==> src/rtl/sr_ctrl_pkg.sv <==
// Shared types for the SR latch sequencer: FSM state encoding, operation
// encoding and the request arbitration helper.
package sr_ctrl_pkg;

    typedef enum logic [2:0] {
        INIT       = 3'd0,
        INIT_PULSE = 3'd1,
        IDLE       = 3'd2,
        PULSE      = 3'd3,
        GUARD      = 3'd4
    } state_e;

    typedef enum logic {
        OP_RESET = 1'b0,
        OP_SET   = 1'b1
    } op_e;

    // Resolves a request pair to one op; the losing request is simply dropped.
    function automatic op_e pick_op(input logic set_req, input logic reset_req,
                                    input logic prio_set);
        if (set_req && reset_req) begin
            return prio_set ? OP_SET : OP_RESET;
        end
        return set_req ? OP_SET : OP_RESET;
    endfunction

endpackage

==> src/rtl/sr_pulse_timer.sv <==
// Loadable down-counter with a registered expire flag that is high during the
// last cycle of a phase of `value` cycles started by a load.
module sr_pulse_timer #(
    parameter int unsigned W = 2
) (
    input  logic         clk,
    input  logic         rst,
    input  logic         load,
    input  logic [W-1:0] value,
    output logic         expire
);

    logic [W-1:0] cnt_q, cnt_d;
    logic         expire_q, expire_d;

    always_comb begin
        cnt_d    = cnt_q;
        expire_d = 1'b0;
        if (load) begin
            cnt_d    = value;
            expire_d = (value <= W'(1));
        end else if (cnt_q != '0) begin
            cnt_d    = cnt_q - W'(1);
            // Flag goes high for the cycle in which the count reads 1.
            expire_d = (cnt_q == W'(2));
        end
    end

    always_ff @(posedge clk) begin
        if (rst) begin
            cnt_q    <= '0;
            expire_q <= 1'b0;
        end else begin
            cnt_q    <= cnt_d;
            expire_q <= expire_d;
        end
    end

    assign expire = expire_q;

endmodule

==> src/rtl/sr_latch_ctrl.sv <==
// Sequencer turning set/reset requests into exclusive, fixed-width s/r pulses
// with a guard gap, plus a shadow copy of the external latch state.
module sr_latch_ctrl
    import sr_ctrl_pkg::*;
#(
    parameter int unsigned PULSE_CYC = 2,
    parameter int unsigned GUARD_CYC = 1,
    parameter bit          PRIO_SET  = 1'b1
) (
    input  logic clk,
    input  logic rst,
    input  logic set_req,
    input  logic reset_req,
    output logic req_ready,
    output logic s,
    output logic r,
    output logic q,
    output logic qbar,
    output logic done
);

    localparam int unsigned MAX_CYC = (PULSE_CYC > GUARD_CYC) ? PULSE_CYC : GUARD_CYC;
    localparam int unsigned CW      = $clog2(MAX_CYC + 1);
    localparam logic [CW-1:0] PULSE_VAL = CW'(PULSE_CYC);
    localparam logic [CW-1:0] GUARD_VAL = CW'(GUARD_CYC);

    state_e        state_q, state_d;
    op_e           op_q, op_d;
    op_e           req_op;
    logic          op_valid_q, op_valid_d;
    logic          q_q, q_d;
    logic          s_q, s_d;
    logic          r_q, r_d;
    logic          done_q, done_d;
    logic          ready_q, ready_d;
    logic          tmr_load;
    logic [CW-1:0] tmr_value;
    logic          tmr_expire;

    sr_pulse_timer #(
        .W(CW)
    ) u_timer (
        .clk    (clk),
        .rst    (rst),
        .load   (tmr_load),
        .value  (tmr_value),
        .expire (tmr_expire)
    );

    always_comb begin
        state_d    = state_q;
        op_d       = op_q;
        op_valid_d = op_valid_q;
        q_d        = q_q;
        done_d     = 1'b0;
        tmr_load   = 1'b0;
        tmr_value  = PULSE_VAL;
        req_op     = pick_op(set_req, reset_req, PRIO_SET);

        case (state_q)
            INIT: begin
                state_d  = INIT_PULSE;
                tmr_load = 1'b1;
            end
            INIT_PULSE: begin
                if (tmr_expire) begin
                    if (GUARD_CYC != 0) begin
                        state_d   = GUARD;
                        tmr_load  = 1'b1;
                        tmr_value = GUARD_VAL;
                    end else begin
                        state_d = IDLE;
                    end
                end
            end
            IDLE: begin
                if (set_req || reset_req) begin
                    // A request for the state the latch already holds completes at once.
                    if ((req_op == OP_SET) == q_q) begin
                        done_d = 1'b1;
                    end else begin
                        state_d    = PULSE;
                        op_d       = req_op;
                        op_valid_d = 1'b1;
                        q_d        = (req_op == OP_SET);
                        tmr_load   = 1'b1;
                    end
                end
            end
            PULSE: begin
                if (tmr_expire) begin
                    if (GUARD_CYC != 0) begin
                        state_d   = GUARD;
                        tmr_load  = 1'b1;
                        tmr_value = GUARD_VAL;
                    end else begin
                        state_d    = IDLE;
                        done_d     = 1'b1;
                        op_valid_d = 1'b0;
                    end
                end
            end
            GUARD: begin
                if (tmr_expire) begin
                    state_d    = IDLE;
                    // The guard after the power-up pulse carries no request.
                    done_d     = op_valid_q;
                    op_valid_d = 1'b0;
                end
            end
            default: begin
                state_d = INIT;
            end
        endcase

        s_d     = (state_d == PULSE) && (op_d == OP_SET);
        r_d     = (state_d == INIT_PULSE) || ((state_d == PULSE) && (op_d == OP_RESET));
        ready_d = (state_d == IDLE);
    end

    always_ff @(posedge clk) begin
        if (rst) begin
            state_q    <= INIT;
            op_q       <= OP_RESET;
            op_valid_q <= 1'b0;
            q_q        <= 1'b0;
            s_q        <= 1'b0;
            r_q        <= 1'b0;
            done_q     <= 1'b0;
            ready_q    <= 1'b0;
        end else begin
            state_q    <= state_d;
            op_q       <= op_d;
            op_valid_q <= op_valid_d;
            q_q        <= q_d;
            s_q        <= s_d;
            r_q        <= r_d;
            done_q     <= done_d;
            ready_q    <= ready_d;
        end
    end

    assign req_ready = ready_q;
    assign s         = s_q;
    assign r         = r_q;
    assign q         = q_q;
    assign qbar      = ~q_q;
    assign done      = done_q;

    a_sr_exclusive: assert property (@(posedge clk) !(s_q && r_q));
    a_quiet_states: assert property (@(posedge clk) disable iff (rst)
        (state_q inside {INIT, IDLE, GUARD}) |-> !(s_q || r_q));

endmodule

==> config.mk <==
export PLATFORM = sky130hd
export DESIGN_NAME = sr_latch_ctrl
export DESIGN_NICKNAME = d
export VERILOG_FILES = /design/src/rtl/sr_ctrl_pkg.sv /design/src/rtl/sr_pulse_timer.sv /design/src/rtl/sr_latch_ctrl.sv
export SDC_FILE = /design/constraint.sdc
export NUM_CORES = 1
export LEC_CHECK = 0
export BUFFER_PORTS_ARGS = -buffer_cell sky130_fd_sc_hd__buf_2
export CORE_AREA = 5 5 42 44
export CTS_BUF_LIST = sky130_fd_sc_hd__clkbuf_4 sky130_fd_sc_hd__clkbuf_8
export DETAILED_ROUTE_END_ITERATION = 7
export DIE_AREA = 0 0 47 49
export PLACE_DENSITY = 0.71
export SLEW_MARGIN = 10
export SYNTH_ARGS = -nofsm -noshare
export SYNTH_HDL_FRONTEND = slang
export SYNTH_SLANG_ARGS = --single-unit
==> constraint.sdc <==
create_clock -name clk -period 1.5 [get_ports clk]
set_input_delay 0.15 -clock clk [delete_from_list [all_inputs] [get_ports clk]]
set_output_delay 0.15 -clock clk [all_outputs]
set_load 0.005 [all_outputs]
======== Word-level counts from Yosys, hierarchy flattened ========
Index checks and enable logic that the tools add are counted.
Widths: inputs -> output; s select.
word-level totals
  logic and storage cells ................. 69
  bits in registers ....................... 13
  output and inout bits ................... 6
operators by class
  reductions and logical operators ........ 12
  muxes and demuxes ....................... 30
  order comparisons ....................... 1
  eq/ne operators ......................... 12
  bitwise gates (word level) .............. 3
  add/subtract/negate cells ............... 1
operators with widths
  operator             number
  $mux 1               18
  $eq 3x2->1 const B   4
  $mux 3               4
  $pmux 3 s4           1
  $mux 2               4
  $eq 3x1->1 const B   2
  $reduce_bool 2->1    3
  $ne 2x2->1 const B   2
  $pmux 1 s2           2
  $reduce_and 4->1     1
  $eq 3x3->1 const B   1
  $logic_and 1x1->1    3
  $logic_not 3->1      1
  $not 1->1            3
  $pmux 1 s3           1
  $reduce_and 3->1     1
  $eq 2x2->1 const B   1
  $le 2x1->1 const B   1
  $logic_or 1x1->1     2
  $ne 2x1->1 const B   1
  $reduce_or 2->1      1
  $sub 2x1->2 const B  1
  $eq 1x1->1           1

======== Depth between registers and ports, before layout ========
Gate-level depths: netlist (run 1).
  word-level depth ........................ 10
  gate-level depth with buffers ........... 5

======== Cells and area by module ========
A second synthesis (run 1) with hierarchy kept.
unflattened totals
  cell total of the unflattened synthesis .. 79
  area, all modules ....................... 704.4 um2
by module, submodules not included
  module          seq. area each (um2)  times used  cells an instance  area an instance (um2)
  sr_latch_ctrl   200.2                 1           61                 535.5
  sr_pulse_timer  60.1                  1           18                 168.9

======== Worst setup path after synthesis (run 1) ========
Ideal clock, no wire load.
  kind .................................... register -> register
  from .................................... register state_q[0]
  to ...................................... register s_q, in the netlist s
  arrival time ............................ 1051 ps
  library setup time ...................... 112 ps
  cell stages (with the launch flop) ...... 5
  buffers on the path ..................... 1
  path slack .............................. 337 ps
  required time ........................... 1388 ps
  cells stage by stage .................... dfxtp_1 -> buf_6 -> and4bb_1 -> o21ai_1 -> a2111oi_1
between the ends
  word-level cells in the longest chain between the ends .. 5
  elaborated cells between the ends (all ways) .. 14
  classes of those cells .................. eq/ne (5); mux (6); reduce/logical (3)
RTL lines
  element                                                            line                  source
  from (decl)                                                        sr_latch_ctrl.sv:27   state_e state_q, state_d;
  from (signal assigned)                                             sr_latch_ctrl.sv:132  state_q <= state_d;
  $eq 3x2->1, or another cell as far along                           sr_latch_ctrl.sv:60   case (state_q)
  $reduce_or 2->1 (no source line) / $mux 3 (equally long branches)  --
  $pmux 3 s4                                                         sr_latch_ctrl.sv:60
  $eq 3x2->1                                                         sr_latch_ctrl.sv:116  s_d = (state_d == PULSE) && (op_d == OP_SET);
  $logic_and 1x1->1 (*)                                              sr_latch_ctrl.sv:116
  to (signal assigned)                                               sr_latch_ctrl.sv:127  s_q <= 1'b0;
  to (signal assigned)                                               sr_latch_ctrl.sv:136  s_q <= s_d;
  to (decl)                                                          sr_latch_ctrl.sv:32   logic s_q, s_d;
Every way passes the cells marked *; elsewhere a longest branch is shown, timed or not.
A chain may end at the register's enable or synchronous reset.

======== Final worst setup path (run 1) ========
Same ends and word-level chain as after synthesis.

==> results.py, run 1 <==
metrics = {
    "floorplan": {
        "die-area_um2": 2300,
        "rows": 14,
        "die-width_um": 47,
        "die_y_um": 49,
        "ios": 10,
        "core-area_um2": 1400,
        "initial_utilization_pct": 47.0,
    },
    "pwr": {
        "total_power_uw": 698,
        "clkPwrFrac_pct": 33.3,
        "p_seq_share_pct": 54.5,
        "p_switching_uw": 175,
        "internal_power_uw": 522,
        "p_comb_share_pct": 12.2,
        "powerDensity_nw_per_um2": 948,
        "irDropWorstVdd_v": 0.000509,
        "swShare_pct": 25.2,
        "power.leakage_nw": 0.280,
    },
    "yosys": {
        "synth_top_cell_by_area": "dfxtp_1",
        "avgSynthCellArea_um2": 9.68,
        "ys_seq_area_share_pct": 39.5,
        "synthTopCellsByCount": "dfxtp_1, a21oi_1, nor2_1",
        "synth_edf_count": 0,
        "async_reset_ff_share_pct": 0,
        "ys.flop_type": "dfxtp_1",
        "synth_area_leaders": "dfxtp_1, o41ai_4, a21oi_1",
        "yosys.cell_count.top_type": "dfxtp_1",
        "synth_cell_types": 38,
        "syn-num-nets": 74,
        "synth_seq_cells": 13,
        "ys_warn_count": 0,
        "netlist_instances": 68,
        "synthesis.area_um2": 658,
        "yosysTopAreaCellShare_pct": 39.5,
    },
    "clock_network": {
        "clk_pin_slew_ps": 80,
        "cts.path.max_buffers": 2,
        "clk_latency_ps": 270,
        "cts_max_level": 1,
        "numCtsBuffers": 3,
        "holdBufCountCts": 0,
        "cts_root_buf": "clkbuf_4",
        "cts_tree": "built",
        "numClockSinks": 13,
    },
    "routing": {
        "drt_iter0_markers": 6,
        "via_count": 518,
        "drc": 0,
        "via_per_inst": 5.51,
        "drt-total-wl_um": 1170,
        "final_antenna_net_count": 0,
        "firstDrtPassIters": 4,
        "post_drt_wl_per_cell_um": 12.5,
    },
    "worst_setup_path": {
        "critical_path_arrival_ps": 1480,
        "path_max_fanout": 10,
        "critical_path_class": "reg -> reg",
        "critPathLaunchType": "flip-flop",
        "crit_required_ps": 1660,
        "worst_setup_path_end_kind": "flip-flop",
    },
    "placement": {
        "io_buffer_count": 9,
        "place_congestion": 0.779,
        "dp_hpwl_um": 875,
    },
    "final_layout": {
        "seq_area_um2": 260,
        "num_antenna_cells": 0,
        "drive_above_1_share_pct": 26.9,
        "nets": 85,
        "final_util_pct": 52.5,
        "nFillCells": 141,
        "area_growth_pct": 11.8,
        "multi_input_area_um2": 362,
    },
    "min_path": {
        "hp-class": "in -> reg",
    },
    "global_route": {
        "grt-busiest-layer": "met2",
        "globalRouteMet2Util_pct": 17.9,
        "antenna_found_initial": 0,
        "grt_pass1_vias": 475,
        "grt_max_degree": 14,
        "grt.total_usage_pct": 12.1,
        "grt_pass1_wl_um": 2070,
        "use_met1_pct": 15.8,
        "use_met3_pct": 2.21,
        "grt_overflow": 0,
    },
    "sta": {
        "min_period_over_period_pct": 88.3,
        "grt_setup_unrepaired": "false",
        "hold_viol": 0,
        "drv_slew": 0,
        "tightest_slew_ps": 396,
        "slew_headroom_pct": 73.6,
        "tns_ps": 0,
        "setup_viol": 0,
        "max_clock_freq_mhz": 755,
        "finClkSkew_ps": 0.518,
        "period_minus_slack_ps": 1320,
    },
    "run": {
        "cap_violations": 0,
    },
    "status": {
        "status": "completed",
    },
}
what timing repair did:
item | CTS | global route
setup buffers | 0 | 0
resized for setup | 0 | 1
endpoints found under the setup margin | 0 | 1
per-layer routing:
layer  vias to the layer above  share of wire [%]
met4                         0                2.6
met5                         -                  0
met2                        12                 43
met3                         4                5.0
li1                        270                  -
met1                       232                 49
logic make-up (layout without fill, tap and decap cells):
kind of cell	count (synthesis)	in the layout	share of synthesized area [%]
fa+ha+maj	2	2	3.80
compound gates	22	22	26.4
xor+xnor	1	1	1.33
buf+inv	8	18	5.89
simple gates	22	22	23.0
flops	13	13	39.5
layout make-up:
| class | count | area share, % |
|---|---|---|
| inverter | 5 | 2.55 |
| tap | 16 | 2.72 |
| sequential | 13 | 35.4 |
| timing repair buffer | 9 | 6.12 |
| multi-input combinational | 47 | 49.1 |
| clock buffer | 4 | 4.08 |
metrics by stage:
step                worst slack, ps  std cells  instance area [um2]  hold slack [ps]
CTS                             160         94                  733              164
global route                   20.9         94                  736              201
detailed placement              173         90                  703              458
finish                          176         94                  736              166
floorplan                       337         68                  658              226
global placement                182         90                  703              445
worst max-delay path, stage by stage, from the launching register on:
cell       delay [ps]
dfxtp_1           430
a21oi_2           280
o41ai_4           140
a2111oi_1         370
path summary, 6_finish.rpt:
check               endpoint                     from  slack, ps  cells after the start
min           q$_SDFFE_PP0P_                  set_req        170                      3
min reg2reg  done$_SDFF_PP0_  op_valid_q$_SDFFE_PP0P_        470                      2
max             s$_SDFF_PP0_    state_q[0]$_SDFF_PP0_        180                      3
max reg2reg     s$_SDFF_PP0_    state_q[0]$_SDFF_PP0_        180                      3
sequential cells by signal, summed over array words and instances (netlist names):
name and flops:
state_q 3, s 1, op_q 1, u_timer.expire 1, op_valid_q 1, u_timer.cnt_q 2, q 1, done 1
r 1, req_ready 1
cell usage in the layout, fill, tap and decap left out, drive strengths merged, types with 2 or more instances in the layout:
| master | count |
|---|---|
| clkbuf | 4 |
| ha | 2 |
| nand3b | 2 |
| a21oi | 6 |
| inv | 5 |
| dfxtp | 13 |
| o21ai | 4 |
| and2 | 2 |
| nor3b | 3 |
| a21o | 2 |
| nor2b | 2 |
| buf | 9 |
| o41ai | 2 |
| nor2 | 5 |
power groups by stage:
stage / sequential (mW) / combinational (mW) / clock [mW]
after detailed placement: 0.388 / 0.0855 / 0
final: 0.380 / 0.0850 / 0.232
after global placement: 0.388 / 0.0836 / 0
after global routing: 0.384 / 0.0964 / 0.254
after CTS: 0.380 / 0.0859 / 0.239
after floorplan: 0.379 / 0.0768 / 0
(Power assumes the default switching activity.)
==> run 2, diff against run 1 <==
- PLACE_DENSITY: 0.71 -> 0.75
- SYNTH_HIERARCHICAL: default -> 1
==> run 2 against run 1 <==
  * Die area unchanged
  * Synthesized cell count rose by 16%
  * Power up 11%
  * Register-to-register slack worse by 170 ps
  * Highest routed layer unchanged
  * Final area up 12%
==> results.py, run 2 <==
metrics = {
    "final_layout": {
        "mostFrequentLayoutCells": "dfxtp_1, nor2_1, buf_2",
        "nets": 101,
        "final_util_pct": 58.7,
        "fin_area_um2": 822,
        "seq_area_um2": 265,
        "num_antenna_cells": 0,
        "area_growth_pct": 16.7,
        "nFillCells": 141,
        "regMostFlops": "state_q",
        "multi_input_area_um2": 394,
        "final_common_cell": "dfxtp_1",
        "drive_above_1_share_pct": 33.0,
        "largest_register_ffs": 3,
        "top_regs": "state_q x3, u_timer/cnt_q x2",
    },
    "clock_network": {
        "cts_root_buf": "clkbuf_4",
        "cts_max_level": 1,
        "cts.path.max_buffers": 2,
        "numClockSinks": 13,
        "clk_pin_slew_ps": 80,
        "numCtsBuffers": 3,
        "clk_latency_ps": 280,
        "cts_tree": "built",
        "holdBufCountCts": 0,
    },
    "routing": {
        "firstDrtPassIters": 4,
        "post_drt_wl_per_cell_um": 13.0,
        "drt-total-wl_um": 1430,
        "drc": 0,
        "via_per_inst": 5.37,
        "final_antenna_net_count": 0,
        "drt_iter0_markers": 11,
        "via_count": 591,
    },
    "worst_setup_path": {
        "critical_path_class": "reg -> reg",
        "slowest_stage": "dfxtp_4",
        "worstSetupStartpoint": "q$_SDFFE_PP0P_",
        "worst_setup_path_end_kind": "flip-flop",
        "critPathLaunchType": "flip-flop",
        "crit_chain": "and3b_2 > nor4b_4 > a211oi_2 > or2_1 > o32ai_2",
        "crit_required_ps": 1700,
        "worst-r2r-cell-count": 5,
        "path_max_fanout": 5,
        "rr_startpoint": "q$_SDFFE_PP0P_",
        "critical_path_arrival_ps": 1700,
        "critPathMaxStageDelay_ps": 360,
        "regToRegSetupSlack_ps": 3,
        "cp-endpoint": "u_timer/cnt_q[1]$_SDFFE_PP0P_",
        "timing.rr.end": "u_timer/cnt_q[1]$_SDFFE_PP0P_",
    },
    "global_route": {
        "grt_pass1_vias": 562,
        "grt.total_usage_pct": 14.1,
        "grt_max_degree": 13,
        "grt_overflow": 0,
        "antenna_found_initial": 0,
        "grt_pass1_wl_um": 2350,
    },
    "min_path": {
        "hp-class": "in -> reg",
        "min_path_cells": 2,
        "min_from": "rst",
    },
    "yosys": {
        "synth_edf_count": 0,
        "async_reset_ff_share_pct": 0,
        "syn-num-nets": 85,
        "ys_seq_area_share_pct": 36.9,
        "synthTopCellsByCount": "dfxtp_1, nor2_1, inv_1, nand2_1, a21oi_1",
        "synth_area_leaders": "dfxtp_1, nor2_1, ha_1",
        "yosysTopAreaCellShare_pct": 36.9,
        "avgSynthCellArea_um2": 8.92,
        "synth_seq_cells": 13,
        "synth_top_cell_by_area": "dfxtp_1",
        "synthesis.area_um2": 704,
        "yosys.cell_count.top_type": "dfxtp_1",
        "ys.flop_type": "dfxtp_1",
        "netlist_instances": 79,
        "ys_warn_count": 6,
        "synth_cell_types": 36,
    },
    "sta": {
        "min_period_over_period_pct": 99.8,
        "tightest_slew_ps": 306,
        "period_minus_slack_ps": 1500,
        "slew_headroom_pct": 79.6,
        "hold_viol": 0,
        "grt_setup_unrepaired": "true",
        "finClkSkew_ps": 1.44,
        "max_clock_freq_mhz": 668,
        "drv_slew": 0,
        "setup_viol": 0,
    },
    "floorplan": {
        "rows": 14,
        "ios": 10,
        "die-area_um2": 2300,
        "core-area_um2": 1400,
        "die_y_um": 49,
        "die-width_um": 47,
        "initial_utilization_pct": 50.3,
    },
    "placement": {
        "dp_hpwl_um": 1000,
        "io_buffer_count": 9,
        "place_area_um2": 776,
        "place_congestion": 0.832,
    },
    "pwr": {
        "irDropWorstVdd_v": 0.000501,
        "power.leakage_nw": 0.338,
        "powerDensity_nw_per_um2": 938,
    },
    "run": {
        "cap_violations": 0,
    },
    "status": {
        "status": "completed",
    },
}
-- run 2: changes by cell type after synthesis, sizes merged, moves of 2 or more --
cell | before | now
nand2b | 1 | 3
a211oi | 1 | 3
o21ai | 4 | 2
nor3 | 1 | 4
a22oi | 0 | 2
or2 | 0 | 2
a21oi | 6 | 4
o41ai | 2 | 0
nor2 | 5 | 9
nand2 | 1 | 6
and2 | 2 | 0
-- run 2: power breakdown --
| group | internal (mW) | switching, mW |
|---|---|---|
| clock network | 0.122 | 0.121 |
| registers | 0.363 | 0.0213 |
| logic | 0.0704 | 0.0738 |
-- run 2: area by class of cell --
type / instances / area share (%)
Inverter: 6 / 2.74
Timing Repair Buffer: 15 / 11.0
Multi-Input combinational cell: 56 / 47.9
Clock buffer: 4 / 3.65
Tap cell: 16 / 2.44
Sequential cell: 13 / 32.3
-- run 2: worst max-delay path: cells and delay by family (launching register included) --
family / cells / cell delay [ps]
and+or+nand+nor: 3 / 770
DFF: 1 / 360
AOI/OAI and AO/OA: 2 / 280
-- run 2: kinds of logic after synthesis --
| kind of cell | count (synthesis) | synth area share [%] |
|---|---|---|
| flops | 13 | 36.9 |
| fa+ha+maj | 2 | 3.55 |
| xor+xnor | 1 | 1.24 |
| buf+inv | 10 | 9.77 |
| simple gates | 35 | 29.3 |
| compound gates | 18 | 19.2 |
-- run 2: metal layers --
metal	up-vias	routed length (um)	global-route usage [%]
met2	16	631	19.7
met4	0	38	9.22
met1	267	677	17.5
met3	5	82	4.80
li1	303	-	-
met5	-	0	0
-- run 2: metrics by stage --
| stage | hold slack, ps | setup TNS [ps] | total power [mW] | std cells | worst slack [ps] |
|---|---|---|---|---|---|
| 2_1_floorplan | 219 | -20.8 | 0.496 | 79 | -20.8 |
| 3_3_place_gp | 472 | 0 | 0.527 | 105 | 53.8 |
| 3_5_place_dp | 482 | 0 | 0.533 | 105 | 7.99 |
| 4_1_cts | 190 | 0 | 0.772 | 109 | 25.5 |
| 5_1_grt | 177 | -89.8 | 0.819 | 110 | -86.0 |
| 6_report | 176 | 0 | 0.771 | 110 | 3.16 |
-- run 2: how the worst min path moves through the flow --
stage                     slack [ps]                         to
final                            180  u_timer/expire$_SDFF_PP0_
after global routing             180  u_timer/expire$_SDFF_PP0_
after CTS                        190      state_q[1]$_SDFF_PP0_
after detailed placement         480      state_q[1]$_SDFF_PP0_
after global placement           470             q$_SDFFE_PP0P_
after floorplan                  220  u_timer/expire$_SDFF_PP0_
-- run 2: timing repair --
action | CTS | global route
pin swaps | 1 | 2
gates resized for setup | 0 | 4
buffers inserted | 0 | 1
endpoints found under the setup margin | 1 | 3
